--- config.mk ---
export PLATFORM = sky130hd
export DESIGN_NAME = prog_loader_flat
export DESIGN_NICKNAME = d
export VERILOG_FILES = /design/src/rtl/prog_loader_if.sv /design/src/rtl/prog_loader.sv /design/src/flat_wrapper.sv
export SDC_FILE = /design/constraint.sdc
export NUM_CORES = 1
export LEC_CHECK = 0
export CAP_MARGIN = 20
export CORE_MARGIN = 5
export CORE_UTILIZATION = 35
export DETAILED_ROUTE_END_ITERATION = 8
export DONT_BUFFER_PORTS = 1
export PLACE_DENSITY = 0.56
export SLEW_MARGIN = 25
export SYNTH_ARGS = -nofsm -noshare
export SYNTH_HDL_FRONTEND = slang
export SYNTH_SLANG_ARGS = --single-unit
--- constraint.sdc ---
create_clock -name clk -period 2.1 [get_ports clk]
set_input_delay 0.42 -clock clk [delete_from_list [all_inputs] [get_ports clk]]
set_output_delay 0.42 -clock clk [all_outputs]
set_load 0.1 [all_outputs]
--- src/rtl/prog_loader_if.sv ---
// -----------------------------------------------------------------------------
// prog_loader_if
// Bundles the two buses of the program loader:
//   stream side : in_data / in_valid (host -> loader), in_ready (loader -> host)
//   RAM side    : mem_we / mem_addr / mem_data (loader -> RAM write port)
// Modports:
//   master : host/testbench view (drives the stream, observes the RAM writes)
//   slave  : loader view (consumes the stream, drives the RAM writes)
// -----------------------------------------------------------------------------
interface prog_loader_if #(
    parameter int ADDR_W = 4
);
    logic [7:0]        in_data;
    logic              in_valid;
    logic              in_ready;
    logic              mem_we;
    logic [ADDR_W-1:0] mem_addr;
    logic [7:0]        mem_data;

    modport master (
        output in_data,
        output in_valid,
        input  in_ready,
        input  mem_we,
        input  mem_addr,
        input  mem_data
    );

    modport slave (
        input  in_data,
        input  in_valid,
        output in_ready,
        output mem_we,
        output mem_addr,
        output mem_data
    );
endinterface

--- src/rtl/prog_loader.sv ---
// -----------------------------------------------------------------------------
// prog_loader
// Byte-serial program loader. Holds the CPU, takes a framed image
// (length, data bytes, 8-bit checksum) over a valid/ready stream, writes the
// data into RAM from address 0 and, if the checksum matches, releases the CPU
// with a one-cycle reset_cycle pulse.
//
// Ports:
//   clk          system clock, posedge
//   reset        synchronous, active-high
//   load_start   one-cycle request to start a load (honoured in IDLE / ERROR)
//   bus          prog_loader_if.slave: stream in, RAM write port out
//                (mem_* registered, in_ready combinational from state)
//   cpu_hold     CPU frozen / RAM port muxed to the loader
//   reset_cycle  one-cycle pulse restarting the CPU sequencer
//   busy         load in progress (LEN, DATA, CSUM, RELEASE)
//   done         sticky: last load succeeded
//   error        sticky: last load failed
//
// state   | meaning
// --------+-------------------------------------------------
// IDLE    | CPU running, waiting for load_start
// LEN     | waiting for the length byte
// DATA    | accepting data bytes, one RAM write per byte
// CSUM    | waiting for the checksum byte
// RELEASE | one cycle: pulse reset_cycle, then back to IDLE
// ERROR   | bad length or checksum; CPU held until load_start
// -----------------------------------------------------------------------------
module prog_loader #(
    parameter int ADDR_W = 4
) (
    input  logic          clk,
    input  logic          reset,
    input  logic          load_start,
    prog_loader_if.slave  bus,
    output logic          cpu_hold,
    output logic          reset_cycle,
    output logic          busy,
    output logic          done,
    output logic          error
);
    // 9 bits so that DEPTH = 256 (ADDR_W = 8) is still representable.
    localparam logic [8:0] DEPTH = 9'(1 << ADDR_W);

    typedef enum logic [2:0] {
        S_IDLE, S_LEN, S_DATA, S_CSUM, S_RELEASE, S_ERROR
    } state_t;

    state_t            state, state_nx;
    logic [8:0]        remaining;
    logic [ADDR_W-1:0] addr;
    logic [7:0]        checksum;
    logic              accept;
    logic [8:0]        len_ext;

    assign accept  = bus.in_valid & bus.in_ready;
    assign len_ext = {1'b0, bus.in_data};

    always_ff @(posedge clk) begin
        if (reset) state <= S_IDLE;
        else       state <= state_nx;
    end

    always_comb begin
        state_nx = state;
        case (state)
            S_IDLE:    if (load_start) state_nx = S_LEN;
            S_LEN:     if (accept)
                           state_nx = (len_ext == 9'd0 || len_ext > DEPTH) ? S_ERROR : S_DATA;
            S_DATA:    if (accept && remaining == 9'd1) state_nx = S_CSUM;
            S_CSUM:    if (accept)
                           state_nx = (bus.in_data == checksum) ? S_RELEASE : S_ERROR;
            S_RELEASE: state_nx = S_IDLE;
            S_ERROR:   if (load_start) state_nx = S_LEN;
            default:   state_nx = S_IDLE;
        endcase
    end

    // error is a pure state decode: ERROR is only left via load_start (which
    // clears it anyway) or reset, so it is sticky without a register.
    always_comb begin
        bus.in_ready = (state == S_LEN) || (state == S_DATA) || (state == S_CSUM);
        cpu_hold     = (state != S_IDLE);
        reset_cycle  = (state == S_RELEASE);
        busy         = (state != S_IDLE) && (state != S_ERROR);
        error        = (state == S_ERROR);
    end

    always_ff @(posedge clk) begin
        if (reset) begin
            remaining    <= '0;
            addr         <= '0;
            checksum     <= '0;
            bus.mem_we   <= 1'b0;
            bus.mem_addr <= '0;
            bus.mem_data <= '0;
            done         <= 1'b0;
        end else begin
            bus.mem_we <= 1'b0;
            if ((state == S_IDLE || state == S_ERROR) && load_start) begin
                checksum <= '0;
                addr     <= '0;
                done     <= 1'b0;
            end
            if (state == S_LEN && accept) begin
                remaining <= len_ext;
                addr      <= '0;
            end
            if (state == S_DATA && accept) begin
                bus.mem_we   <= 1'b1;
                bus.mem_addr <= addr;
                bus.mem_data <= bus.in_data;
                // addr wraps only after the very last byte of a DEPTH-long
                // image, when it is no longer used.
                addr         <= addr + ADDR_W'(1);
                checksum     <= checksum + bus.in_data;
                remaining    <= remaining - 9'd1;
            end
            if (state == S_RELEASE) done <= 1'b1;
        end
    end
endmodule

--- src/flat_wrapper.sv ---
// flat-port wrapper written by rule: the top's interface ports become plain ports
module prog_loader_flat 
#(
    parameter int ADDR_W = 4
)
  (clk, reset, load_start, cpu_hold, reset_cycle, busy, done, error, bus_in_data, bus_in_valid, bus_in_ready, bus_mem_we, bus_mem_addr, bus_mem_data);
  prog_loader_if #(.ADDR_W(ADDR_W)) bus_i ();
  input  logic clk;
  input  logic reset;
  input  logic load_start;
  output logic cpu_hold;
  output logic reset_cycle;
  output logic busy;
  output logic done;
  output logic error;
  input wire logic [$bits(bus_i.in_data)-1:0] bus_in_data;
  input wire logic [$bits(bus_i.in_valid)-1:0] bus_in_valid;
  output wire logic [$bits(bus_i.in_ready)-1:0] bus_in_ready;
  output wire logic [$bits(bus_i.mem_we)-1:0] bus_mem_we;
  output wire logic [$bits(bus_i.mem_addr)-1:0] bus_mem_addr;
  output wire logic [$bits(bus_i.mem_data)-1:0] bus_mem_data;
  assign bus_i.in_data = bus_in_data;
  assign bus_i.in_valid = bus_in_valid;
  assign bus_in_ready = bus_i.in_ready;
  assign bus_mem_we = bus_i.mem_we;
  assign bus_mem_addr = bus_i.mem_addr;
  assign bus_mem_data = bus_i.mem_data;
  prog_loader #(.ADDR_W(ADDR_W)) u_core (.clk(clk), .reset(reset), .load_start(load_start), .bus(bus_i), .cpu_hold(cpu_hold), .reset_cycle(reset_cycle), .busy(busy), .done(done), .error(error));
endmodule
==> results of run 1 <==
## per-stage QoR
| step | cells | total power, W | worst slack, ps | cell area [sq um] |
|---|---|---|---|---|
| 2_1_floorplan | 254 | 0.00102 | -59.6 | 2160 |
| 3_3_place_gp | 338 | 0.00107 | 195 | 2370 |
| 3_5_place_dp | 338 | 0.00107 | 193 | 2370 |
| 4_1_cts | 346 | 0.00168 | 113 | 2480 |
| 5_1_grt | 346 | 0.00174 | 12.5 | 2480 |
| 6_report | 346 | 0.00166 | 130 | 2480 |
## layout make-up
cell class                      instances  area (sq um)  share of cell area [%]
Clock buffer                            7          76.3                    3.08
Sequential cell                        38           761                    30.7
Timing Repair Buffer                   25           213                    8.57
Multi-Input combinational cell        193          1280                    51.6
Clock inverter                          1          30.0                    1.21
Inverter                                7          26.3                    1.06
Tap cell                               75          93.8                    3.78
## power breakdown
group	internal (W)	switching (W)	leakage (nW)
combinational	0.000102	0.000191	0.605
clock	0.000355	0.000252	0.0524
sequential	0.000736	0.0000247	0.307
## kinds of logic after synthesis
logic type	synth area share, %
compound gates	21.3
xor+xnor	2.86
fa+ha+maj	6.76
buf+inv	5.71
flops	35.5
mux	0.466
simple gates	27.5
## state kept, by name (all words and copies together), names as in the netlist
name,count
u_core.remaining,9
u_core.bus.mem_data,8
u_core.checksum,8
u_core.addr,4
u_core.bus.mem_addr,4
u_core.state,3
u_core.bus.mem_we,1
u_core.done,1
## layer usage
metal,track usage (%),vias up
li1,-,943
met1,18.5,850
met2,21.2,26
met3,4.38,5
met4,3.57,0
met5,0,-
## synth_stat cells (2+ instances only)
library cell,number,share of area [%]
buf_2,2,0.47
o21a_1,2,0.70
nor3_1,7,1.6
buf_6,2,1.0
buf_4,5,1.7
inv_1,7,1.2
a21o_1,3,1.0
or3_1,5,1.5
dfxtp_1,38,35
ha_1,10,5.8
and2_1,3,0.87
nor4_4,2,2.0
nand2b_1,2,0.58
a22oi_1,8,2.8
o21ai_1,3,0.70
o21ai_0,7,1.6
xor2_1,2,0.82
nor3_2,3,1.4
nand3_1,4,0.93
xnor2_1,5,2.0
nor4_1,6,1.7
nand4_1,2,0.58
nand2_1,33,5.8
nor4b_1,2,0.82
a211oi_1,2,0.70
o211ai_1,3,1.0
clkbuf_1,7,1.2
nand2_2,2,0.58
a21oi_2,2,0.82
nor2_1,19,3.3
a31oi_1,2,0.58
nor2b_1,2,0.58
a21oi_1,30,7.0
## worst paths after layout
check                                             end  slack [ps]  depth (start not counted)
setup / recovery                          reset_cycle         130                          5
hold reg to reg   u_core.bus.mem_data[7]$_SDFFE_PP0P_         450                          2
hold / removal       u_core.remaining[5]$_SDFFE_PP0P_         200                          1
setup reg to reg          u_core.addr[2]$_SDFFE_PP0P_         310                          6
## critical path: cells and delay by family (launching register included)
| kind | cells | cell delay (ps) |
|---|---|---|
| buffers and inverters | 3 | 540 |
| AND/OR/NAND/NOR | 2 | 320 |
| flip-flops | 1 | 400 |
==> results.json, run 1 <==
{
  "whs_ps": 196,
  "worst_setup_path_end_kind": "primary output",
  "clock_sinks": 38,
  "worst_slew_pin_slew_ps": 609,
  "cts_made_buffers": 5,
  "wl_met1_um": 2370,
  "postLayoutCoreUtil_pct": 41.7,
  "rsz0062_at_grt": "no",
  "maxSlewViolCount": 0,
  "io_pins": 31,
  "synth.distinct_cells": 55,
  "hp-class": "in2reg",
  "final_nets": 293,
  "critPathMaxFanout": 10,
  "wl_met3_um": 237,
  "fill_cells": 627,
  "dp_hpwl_um": 3690,
  "max_freq_ghz": 0.508,
  "hp-start": "reset",
  "slew_headroom_pct": 59.1,
  "area_growth_pct": 15.6,
  "cp_slowest_cell": "dfxtp_1",
  "die_w_um": 88.3,
  "setup_viol": 0,
  "cts_tree": "yes",
  "crit_chain": "buf_4 -> nor2_1 -> nand2_1 -> inv_1 -> buf_4",
  "core_sq_um": 5960,
  "die_area_sq_um": 7800,
  "dominantRegCellSynth": "dfxtp_1",
  "path_class": "reg2out",
  "drtIter0Drc": 117,
  "period_share_pct": 93.8,
  "grt_usage_pct": 13.7,
  "hold_buffers": 0,
  "cts_setup_buffers": 0,
  "die_h_um": 88.3,
  "grt_pass1_wl_um": 8360,
  "num_vias": 1824,
  "place.gp.congestion": 0.781,
  "vias_per_cell": 5.27,
  "rows": 28,
  "cp-start-kind": "register",
  "antenna_found_initial": 0,
  "clk_path_buf_depth": 2,
  "syn_area_sq_um": 2150,
  "grt_overflow": 0,
  "cp_data_required_time_ps": 1680,
  "mostFrequentLayoutCells": "38 x dfxtp_1, 33 x nand2_1, 30 x a21oi_1",
  "wl_per_cell_um": 14.6,
  "root_buffer": "clkbuf_8",
  "cpPeakStageDelay_ps": 400,
  "highest_layer": "met4",
  "arrival_ps": 1550,
  "cts_resized": 0,
  "antenna_left": 0,
  "fin_tns_setup_ps": 0,
  "clock_skew_ps": 7.89,
  "finalHoldViolCount": 0,
  "p_per_area_nw_per_um2": 669,
  "n_antenna_cell": 0,
  "startpoint": "u_core.state[0]$_SDFFE_PP0P_",
  "max_cap_violations": 0,
  "reg2reg_from": "u_core.state[0]$_SDFFE_PP0P_",
  "met2_length_um": 2390,
  "finalCriticalPeriod_ps": 1970,
  "drc_errors": 0,
  "synth-seq-cells": 38,
  "clk_latency_ps": 290,
  "syn_avg_cell_area_sq_um": 8.45,
  "routed_wl_um": 5040,
  "start_util_pct": 36.0,
  "syn-num-nets": 277,
  "first_global_vias": 1693,
  "synth-edff-count": 0,
  "peakVddDrop_mv": 0.311,
  "clk_pin_slew_ps": 70,
  "cts.htree.levels": 2,
  "firstDrtPassIters": 4,
  "p_leak_nw": 0.964,
  "cpMostUsedCell": "buf_4",
  "outcome": "complete, no violations",
  "final_common_cell": "dfxtp_1",
  "seq_area_frac_synth_pct": 35.5,
  "grt_max_degree": 38,
  "final_layout_size_suffix_gt1_share_pct": 18.8,
  "synthCells": 254,
  "yosysWarningCount": 0,
  "port_buffers": 0,
  "async_flop_share_pct": 0
}
No activity file was read; power rests on OpenSTA's default activity.
==> inputs of run 2 (changes only) <==
--- a/config.mk
+++ b/config.mk
@@ -8,6 +8,7 @@
 export CAP_MARGIN = 20
 export CORE_MARGIN = 5
 export CORE_UTILIZATION = 35
+export CTS_BUF_LIST = sky130_fd_sc_hd__clkbuf_4
 export DETAILED_ROUTE_END_ITERATION = 8
 export DONT_BUFFER_PORTS = 1
 export PLACE_DENSITY = 0.56
==> constraint.sdc (replaced) <==
create_clock -name clk -period 2.1 [get_ports clk]
set_input_delay 0.21 -clock clk [delete_from_list [all_inputs] [get_ports clk]]
set_output_delay 0.21 -clock clk [all_outputs]
set_load 0.1 [all_outputs]
==> results.json, run 2 (same netlist as run 1, synthesis figures left out) <==
{
  "outcome": "complete, no violations",
  "dp_hpwl_um": 3550,
  "first_global_vias": 1775,
  "port_buffers": 0,
  "fill_cells": 634,
  "antenna_found_initial": 0,
  "root_buffer": "clkbuf_4",
  "place.gp.congestion": 0.764,
  "finalCriticalPeriod_ps": 1930,
  "period_share_pct": 91.8,
  "final_layout_size_suffix_gt1_share_pct": 18.3,
  "crit_chain": "nor2b_1 -> and2_1 -> buf_4",
  "cp_slowest_cell": "dfxtp_1",
  "vias_per_cell": 5.32,
  "routed_wl_um": 5040,
  "met2_usage_pct": 21.3,
  "dp.cells": 336,
  "wl_per_cell_um": 14.3,
  "critPathMaxFanout": 16,
  "met3_usage_pct": 4.10,
  "cp-start-kind": "register",
  "setup_viol": 0,
  "grt_usage_pct": 13.6,
  "die_h_um": 88.3,
  "seq_area_sq_um": 761,
  "drc_errors": 0,
  "stdcell_count": 353,
  "grtUsageMet1_pct": 18.0,
  "cts_resized": 0,
  "die_area_sq_um": 7800,
  "placed_area_sq_um": 2340,
  "busiest_layer": "met2",
  "cts_tree": "yes",
  "mostFrequentLayoutCells": "38 x dfxtp_1, 33 x nand2_1, 30 x a21oi_1",
  "cpPeakStageDelay_ps": 630,
  "multi_input_area_sq_um": 1280,
  "area_growth_pct": 18.6,
  "regMostFlops": "u_core.remaining",
  "clk_latency_ps": 350,
  "path_class": "reg2out",
  "firstDrtPassIters": 4,
  "p_leak_nw": 0.994,
  "io_pins": 31,
  "cts_made_buffers": 5,
  "antenna_left": 0,
  "maxSlewViolCount": 0,
  "p_per_area_nw_per_um2": 664,
  "final_common_cell": "dfxtp_1",
  "final_area_sq_um": 2540,
  "peakVddDrop_mv": 0.259,
  "grt_overflow": 0,
  "num_vias": 1877,
  "clk_path_buf_depth": 2,
  "rows": 28,
  "n_antenna_cell": 0,
  "hp-class": "in2reg",
  "rsz0062_at_grt": "no",
  "drtIter0Drc": 165,
  "power_w": 0.00169,
  "arrival_ps": 1720,
  "slew_headroom_pct": 59.5,
  "finalHoldViolCount": 0,
  "max_freq_ghz": 0.519,
  "grt_pass1_wl_um": 8360,
  "core_sq_um": 5960,
  "postLayoutCoreUtil_pct": 42.7,
  "die_w_um": 88.3,
  "max_cap_violations": 0,
  "fin_tns_setup_ps": 0,
  "clock_sinks": 38,
  "worst_slew_pin_slew_ps": 602,
  "cts.htree.levels": 2,
  "clock_skew_ps": 10.9,
  "final_nets": 300,
  "cp_data_required_time_ps": 1890,
  "clk_pin_slew_ps": 120,
  "start_util_pct": 36.0,
  "grt_max_degree": 34,
  "worst_setup_path_end_kind": "primary output",
  "largest_reg_flops": 9,
  "reg_top3": "u_core.remaining: 9 flops, u_core.bus.mem_data: 8 flops, u_core.checksum: 8 flops"
}
run 2: cell type report:
class                           count  area share (%)
Multi-Input combinational cell    193            50.2
Clock inverter                      3            2.51
Clock buffer                        5            1.47
Inverter                            7            1.03
Tap cell                           75            3.69
Sequential cell                    38            29.9
Timing Repair Buffer               32            11.2
run 2: final timing paths:
check / startpoint / endpoint / slack (ps) / depth (start not counted)
max: u_core.state[2]$_SDFFE_PP0P_ / error / 170 / 3
min: bus_in_data[2] / u_core.remaining[2]$_SDFFE_PP0P_ / 30 / 2
max reg2reg: u_core.checksum[0]$_SDFFE_PP0P_ / u_core.checksum[6]$_SDFFE_PP0P_ / 260 / 7
min reg2reg: u_core.bus.mem_data[7]$_SDFFE_PP0P_ / u_core.bus.mem_data[7]$_SDFFE_PP0P_ / 460 / 2
run 2: where the power goes:
group | total [W] | leakage, nW | internal (W) | switching, W
sequential | 0.000764 | 0.307 | 0.000736 | 0.0000281
combinational | 0.000307 | 0.634 | 0.000108 | 0.000199
clock | 0.000620 | 0.0528 | 0.000367 | 0.000253
total | 0.00169 | 0.994 | 0.00121 | 0.000480
run 2: critical path: cells and delay by family, from the launching register on:
kind | cells | cell delay, ps
buffers and inverters | 1 | 280
AND/OR/NAND/NOR | 2 | 460
flip-flops | 1 | 630
run 2: what timing repair did:
| action | in CTS | in global routing |
|---|---|---|
| hold buffers | 9 | 0 |
| hold endpoints to repair | 33 | 0 |
| buffers inserted | 0 | 0 |
run 2: metrics by stage:
| stage | worst slack [ps] | hold WS, ps |
|---|---|---|
| global route | 51.0 | 7.61 |
| global placement | 285 | 280 |
| CTS | 142 | 14.0 |
| finish | 172 | 27.0 |
| floorplan | 56.0 | 346 |
| detailed placement | 264 | 281 |
run 2: metal layers:
layer | routed length [um] | up-vias
li1 | - | 962
met3 | 245 | 6
met4 | 59 | 0
met1 | 2430 | 881
met5 | 0 | -
met2 | 2300 | 28
